===== config.mk =====
export PLATFORM = sky130hd
export DESIGN_NAME = debounce_encoder_flat
export DESIGN_NICKNAME = d
export VERILOG_FILES = /design/src/rtl/debounce_encoder_pkg.sv /design/src/rtl/debounce_encoder_if.sv /design/src/rtl/debounce_encoder_debounce_bit.sv /design/src/rtl/debounce_encoder.sv /design/src/flat_wrapper.sv
export SDC_FILE = /design/constraint.sdc
export NUM_CORES = 1
export LEC_CHECK = 0
export CAP_MARGIN = 20
export CORE_MARGIN = 2
export CORE_UTILIZATION = 35
export CTS_CLUSTER_SIZE = 30
export DETAILED_ROUTE_END_ITERATION = 7
export PLACE_DENSITY = 0.52
export SKIP_CTS_REPAIR_TIMING = 1
export SLEW_MARGIN = 10
export SYNTH_ARGS = -nofsm -noshare
export SYNTH_HDL_FRONTEND = slang
export SYNTH_HIERARCHICAL = 1
export SYNTH_SLANG_ARGS = --single-unit

===== constraint.sdc =====
create_clock -name reloj -period 4 [get_ports reloj]
set_input_delay 0.6 -clock reloj [delete_from_list [all_inputs] [get_ports reloj]]
set_output_delay 0.6 -clock reloj [all_outputs]
set_load 0.01 [all_outputs]

===== src/rtl/debounce_encoder_pkg.sv =====
// Shared constants for the debounce_encoder block.
//   TRIG_*  : trigger codes presented to the downstream monostable
//   state_t : encoder FSM states
//   first_code() : lowest-index pressed button -> trigger code
//   held_level() : stable level of the button that a trigger code refers to
package debounce_encoder_pkg;

    localparam logic [1:0] TRIG_NONE = 2'd0;
    localparam logic [1:0] TRIG_B0   = 2'd1;
    localparam logic [1:0] TRIG_B1   = 2'd2;
    localparam logic [1:0] TRIG_B2   = 2'd3;

    typedef enum logic {
        ST_IDLE = 1'b0,
        ST_HOLD = 1'b1
    } state_t;

    // Lowest index wins when several buttons are stable-pressed together.
    function automatic logic [1:0] first_code(input logic [2:0] lvl);
        logic [1:0] code;
        code = TRIG_NONE;
        if (lvl[0])      code = TRIG_B0;
        else if (lvl[1]) code = TRIG_B1;
        else if (lvl[2]) code = TRIG_B2;
        return code;
    endfunction

    function automatic logic held_level(input logic [2:0] lvl, input logic [1:0] code);
        logic bit_lvl;
        bit_lvl = 1'b0;
        case (code)
            TRIG_B0: bit_lvl = lvl[0];
            TRIG_B1: bit_lvl = lvl[1];
            TRIG_B2: bit_lvl = lvl[2];
            default: bit_lvl = 1'b0;
        endcase
        return bit_lvl;
    endfunction

endpackage


===== src/rtl/debounce_encoder_if.sv =====
// Button/trigger bundle between the button source and debounce_encoder.
//   botones : raw button levels (1 = pressed), asynchronous to the clock
//   trigger : registered trigger code, 0 = none, 1..3 = button 0..2
//   state   : encoder FSM state, exposed for observation
// No handshake: botones is a free-running level input, trigger a level output.
interface debounce_encoder_if;
    import debounce_encoder_pkg::*;

    logic [2:0] botones;
    logic [1:0] trigger;
    state_t     state;

    modport master (output botones, input trigger, input state);
    modport slave  (input botones, output trigger, output state);
endinterface


===== src/rtl/debounce_encoder_debounce_bit.sv =====
// debounce_bit: one button channel.
//   reloj  : clock
//   resetM : asynchronous active-high reset
//   raw    : raw asynchronous button level
//   stable : debounced level
// A 2-FF synchronizer feeds a counter that must see DEBOUNCE_CYCLES
// consecutive samples differing from the current stable level before the
// stable level follows. Press and release are treated identically.
module debounce_bit #(
    parameter int DEBOUNCE_CYCLES = 500000
) (
    input  logic reloj,
    input  logic resetM,
    input  logic raw,
    output logic stable
);
    localparam int CNT_W = ($clog2(DEBOUNCE_CYCLES) < 1) ? 1 : $clog2(DEBOUNCE_CYCLES);
    localparam logic [CNT_W-1:0] CNT_LAST = CNT_W'(DEBOUNCE_CYCLES - 1);

    logic             meta;
    logic             sync;
    logic [CNT_W-1:0] cnt;

    always_ff @(posedge reloj or posedge resetM) begin
        if (resetM) begin
            meta   <= 1'b0;
            sync   <= 1'b0;
            cnt    <= '0;
            stable <= 1'b0;
        end else begin
            meta <= raw;
            sync <= meta;
            if (sync != stable) begin
                // Accept on the DEBOUNCE_CYCLES-th differing sample; the
                // counter is cleared here so it never passes CNT_LAST.
                if (cnt == CNT_LAST) begin
                    stable <= sync;
                    cnt    <= '0;
                end else begin
                    cnt <= cnt + CNT_W'(1);
                end
            end else begin
                cnt <= '0;
            end
        end
    end
endmodule


===== src/rtl/debounce_encoder.sv =====
// debounce_encoder: three raw buttons -> clean 2-bit trigger code.
//   reloj  : clock
//   resetM : asynchronous active-high reset (trigger drops to 0 at once)
//   bus    : debounce_encoder_if.slave (botones in, trigger/state out)
// Each button is debounced by a debounce_bit instance. The FSM latches the
// lowest-index stable button into trigger and holds it, ignoring others,
// until that button's stable level falls; it then returns to IDLE with
// trigger = 0 for at least one cycle before any new code is taken.
module debounce_encoder
    import debounce_encoder_pkg::*;
#(
    parameter int DEBOUNCE_CYCLES = 500000
) (
    input  logic              reloj,
    input  logic              resetM,
    debounce_encoder_if.slave bus
);
    logic [2:0] stable;
    logic [1:0] trigger_q;
    state_t     state_q;

    for (genvar i = 0; i < 3; i++) begin : g_btn
        debounce_bit #(
            .DEBOUNCE_CYCLES(DEBOUNCE_CYCLES)
        ) u_debounce_bit (
            .reloj  (reloj),
            .resetM (resetM),
            .raw    (bus.botones[i]),
            .stable (stable[i])
        );
    end

    always_ff @(posedge reloj or posedge resetM) begin
        if (resetM) begin
            state_q   <= ST_IDLE;
            trigger_q <= TRIG_NONE;
        end else begin
            case (state_q)
                ST_IDLE: begin
                    if (stable != 3'b000) begin
                        state_q   <= ST_HOLD;
                        trigger_q <= first_code(stable);
                    end
                end
                ST_HOLD: begin
                    // The held code identifies which button to watch.
                    if (!held_level(stable, trigger_q)) begin
                        state_q   <= ST_IDLE;
                        trigger_q <= TRIG_NONE;
                    end
                end
                default: begin
                    state_q   <= ST_IDLE;
                    trigger_q <= TRIG_NONE;
                end
            endcase
        end
    end

    assign bus.trigger = trigger_q;
    assign bus.state   = state_q;
endmodule


===== src/flat_wrapper.sv =====
// flat-port wrapper written by rule: the top's interface ports become plain ports
module debounce_encoder_flat import debounce_encoder_pkg::*;
#(
    parameter int DEBOUNCE_CYCLES = 500000
)
  (reloj, resetM, bus_botones, bus_trigger, bus_state);
  debounce_encoder_if bus_i ();
  input  logic reloj;
  input  logic resetM;
  input wire logic [$bits(bus_i.botones)-1:0] bus_botones;
  output wire logic [$bits(bus_i.trigger)-1:0] bus_trigger;
  output wire logic [$bits(bus_i.state)-1:0] bus_state;
  assign bus_i.botones = bus_botones;
  assign bus_trigger = bus_i.trigger;
  assign bus_state = bus_i.state;
  debounce_encoder #(.DEBOUNCE_CYCLES(DEBOUNCE_CYCLES)) u_core (.reloj(reloj), .resetM(resetM), .bus(bus_i));
endmodule

==> key figures <==
Route
  – Detail Route Antenna Nets: 0
  – Routed length per instance: 13.6 um
  – DRC errors left: 0
  – First drt pass iteration count: 4
  – Avg Vias per Cell: 5.01
  – Initial DRC count: 87
  – Final wirelength: 6440 um
  – Vias: 2365

Die
  – Die W: 103 um
  – Core Region: 9680 um2
  – Rows: 36
  – I/O Pins: 8
  – Die area: 10700 um2
  – Starting Density: 0.357
  – Die Ht: around 100 um

STA
  – Final setup fails: 0
  – Worst-Margin Slew: 0.853 ns
  – Slew Viols, Final: 0
  – Final hold viol count: 0
  – WHS: 0.352 ns
  – Tmin final: 2.05 ns
  – Setup TNS: 0 ns
  – RSZ-0062 raised after global routing: no
  – Final Cycle Share: 0.514
  – Fmax: roughly 500 MHz
  – Slew HR: 0.431
  – Worst Skew: between 0.005 and 0.006 ns

Setup path
  – Slowest cell on the critical path: clkdlybuf4s50_1
  – Setup crit end kind: primary output
  – Setup crit start: u_core/bus.state
  – Setup crit end: bus_state
  – Reg-to-reg endpoint: u_core/g_btn[0].u_debounce_bit/cnt[10]
  – CP max stage delay: 0.60 ns
  – Critical-path cell list: clkdlybuf4s50_1
  – Worst setup SP type: register
  – Worst R2R Setup Slack: between 2 and 2.5 ns
  – CP Max Fanout: 7
  – CP top delay family: buffers and inverters
  – Sum of buffers and inverters on the critical path: 1
  – R2R cell count: 4
  – CP Depth: 1
  – Worst r2r src: u_core/g_btn[0].u_debounce_bit/cnt[11]
  – Req. time, crit path: 3.40 ns
  – Worst Path Arrival: 1.45 ns
  – Crit Path Class: register to primary output

Synth
  – Synthesized Nets: 337
  – Synthesis Warnings: 6
  – Yosys cell types: 41
  – #FFs+latches synth: 69
  – Post-synth ARST share: 1.00
  – Post-synth EDFFs: 0
  – Post-synthesis sequential area ratio: 0.499
  – Top FF cell, synth: dfrtp_1
  – Synth Cell Area: 3460 um2
  – Synth Area per Inst: 10.5 um2
  – Synthesized netlist cell count: 329

GRT
  – Vias in the first global route: 2319
  – Total GRT Usage: 0.139
  – Largest net degree at the start of global routing: 23
  – First-pass GRT wire length: roughly 11000 um
  – Initial antenna violation count: 0
  – GRT Residual Overflow: 0

Clock network
  – CTS H-Tree Depth: 3
  – TritonCTS Sinks: 69
  – Clk buf depth: 2
  – CTS tree: yes
  – Root buffer cell: clkbuf_8
  – Clock-pin slew on the worst setup and hold paths: 0.07 ns
  – Worst-Skew Late Latency: 0.35 ns
  – CTS buffer count: 9

Pwr
  – Seq pwr share: 0.558
  – Switching share of power: 0.227
  – Pwr Total: 1280 uW
  – Switching power: 291 uW
  – Pwr dens: 342 nW/um2
  – Logic pwr share: 0.032
  – Internal power: 993 uW
  – Leak: roughly 0.0015 uW
  – IR Drop Worst-Case VDD: 165 uV
  – Clock Power Share: 0.409

Place
  – DP Wirelength: roughly 4300 um
  – Routability congestion estimate: 0.773
  – Port bufs: 7
  – Placed Cells: 457

Final layout
  – Layout Utilization: 0.388
  – Fin cells: around 470
  – Nets@finish: around 340
  – Layout cells sized above 1: 0.0885
  – Commonest cells after routing, fill and taps aside: dfrtp_1 (69), nor2_1 (50), xor2_1 (24), nand3_1 (21), xnor2_1 (21)
  – P&R area growth vs syn: 8.49%
  – Ant. Diodes: 0
  – Commonest non-fill, non-tap cell in the layout: dfrtp_1

Run
  – Max Cap Viol: 0

Worst hold path
  – Worst Hold Class: register to register

Outcome
  – Status: finished, final reports clean
## logic make-up (layout without fill, tap and decap cells)
logic type | count (synthesis) | in the layout | synth area share
AO/OA/AOI/OAI | 30 | 30 | 0.0629
adder cells (fa/ha/maj) | 3 | 3 | 0.0108
XOR/XNOR | 45 | 45 | 0.114
AND/OR/NAND/NOR | 160 | 160 | 0.258
flip-flops | 69 | 69 | 0.499
buffers and inverters | 19 | 29 | 0.0423
multiplexers | 3 | 3 | 0.0130
## power by group through the flow
| stage | combinational [uW] | sequential [uW] | clock, uW |
|---|---|---|---|
| final | 41.1 | 717 | 526 |
| after global routing | 49.6 | 718 | 573 |
| after CTS | 44.0 | 717 | 550 |
| after detailed placement | 43.6 | 730 | 0 |
| after global placement | 43.1 | 730 | 0 |
| after floorplan | 38.8 | 728 | 0 |
## metal layers
layer / routed length (um) / track usage
met5: 0 / 0
met4: 156 / 0.0698
met3: 197 / 0.0356
met2: 2810 / 0.200
met1: 3280 / 0.195
## synthesized netlist by cell type (6+ instances only)
master	instances	area [um2]
nand4_1	12	75.1
or4b_1	6	60.1
a21oi_1	11	55.1
nand2_1	18	67.6
nor2_1	50	188
and4_1	6	52.6
inv_1	7	26.3
xor2_1	24	210
and3_1	9	56.3
nor4_1	6	37.5
nand3_1	21	105
xnor2_1	21	184
dfrtp_1	69	1730
nand4b_1	6	52.6
## sequential cells by signal, indices dropped and copies added, names as in the netlist
| name | count |
|---|---|
| u_core/bus.state | 1 |
| u_core/bus.trigger | 2 |
| u_core/g_btn.u_debounce_bit/cnt | 57 |
| u_core/g_btn.u_debounce_bit/meta | 3 |
| u_core/g_btn.u_debounce_bit/stable | 3 |
| u_core/g_btn.u_debounce_bit/sync | 3 |
## worst min path at each step
stage                                         from                                   to  slack, ns  cells past startpoint
2_1_floorplan  u_core/g_btn[0].u_debounce_bit/meta  u_core/g_btn[0].u_debounce_bit/sync       0.33                      0
3_3_place_gp   u_core/g_btn[0].u_debounce_bit/meta  u_core/g_btn[0].u_debounce_bit/sync       0.33                      0
3_5_place_dp   u_core/g_btn[2].u_debounce_bit/meta  u_core/g_btn[2].u_debounce_bit/sync       0.34                      0
4_1_cts        u_core/g_btn[2].u_debounce_bit/meta  u_core/g_btn[2].u_debounce_bit/sync       0.35                      0
5_1_grt        u_core/g_btn[2].u_debounce_bit/meta  u_core/g_btn[2].u_debounce_bit/sync       0.36                      0
6_report       u_core/g_btn[2].u_debounce_bit/meta  u_core/g_btn[2].u_debounce_bit/sync       0.35                      0
## stage by stage
step,cell area [um2],worst slack [ns]
finish,3760,1.95
global route,3760,1.84
CTS,3760,1.91
detailed placement,3580,2.06
global placement,3580,2.07
floorplan,3460,2.36
## area by class of cell
type | count | area [um2]
clock buffers | 14 | 173
well taps | 133 | 166
clock inverters | 1 | 5.00
multi-input cells | 241 | 1590
repair buffers | 7 | 70.1
flip-flops and latches | 69 | 1730
inverters | 7 | 26.3
fillers | 989 | 5930
Note: power is estimated with default switching activity, not from simulation.
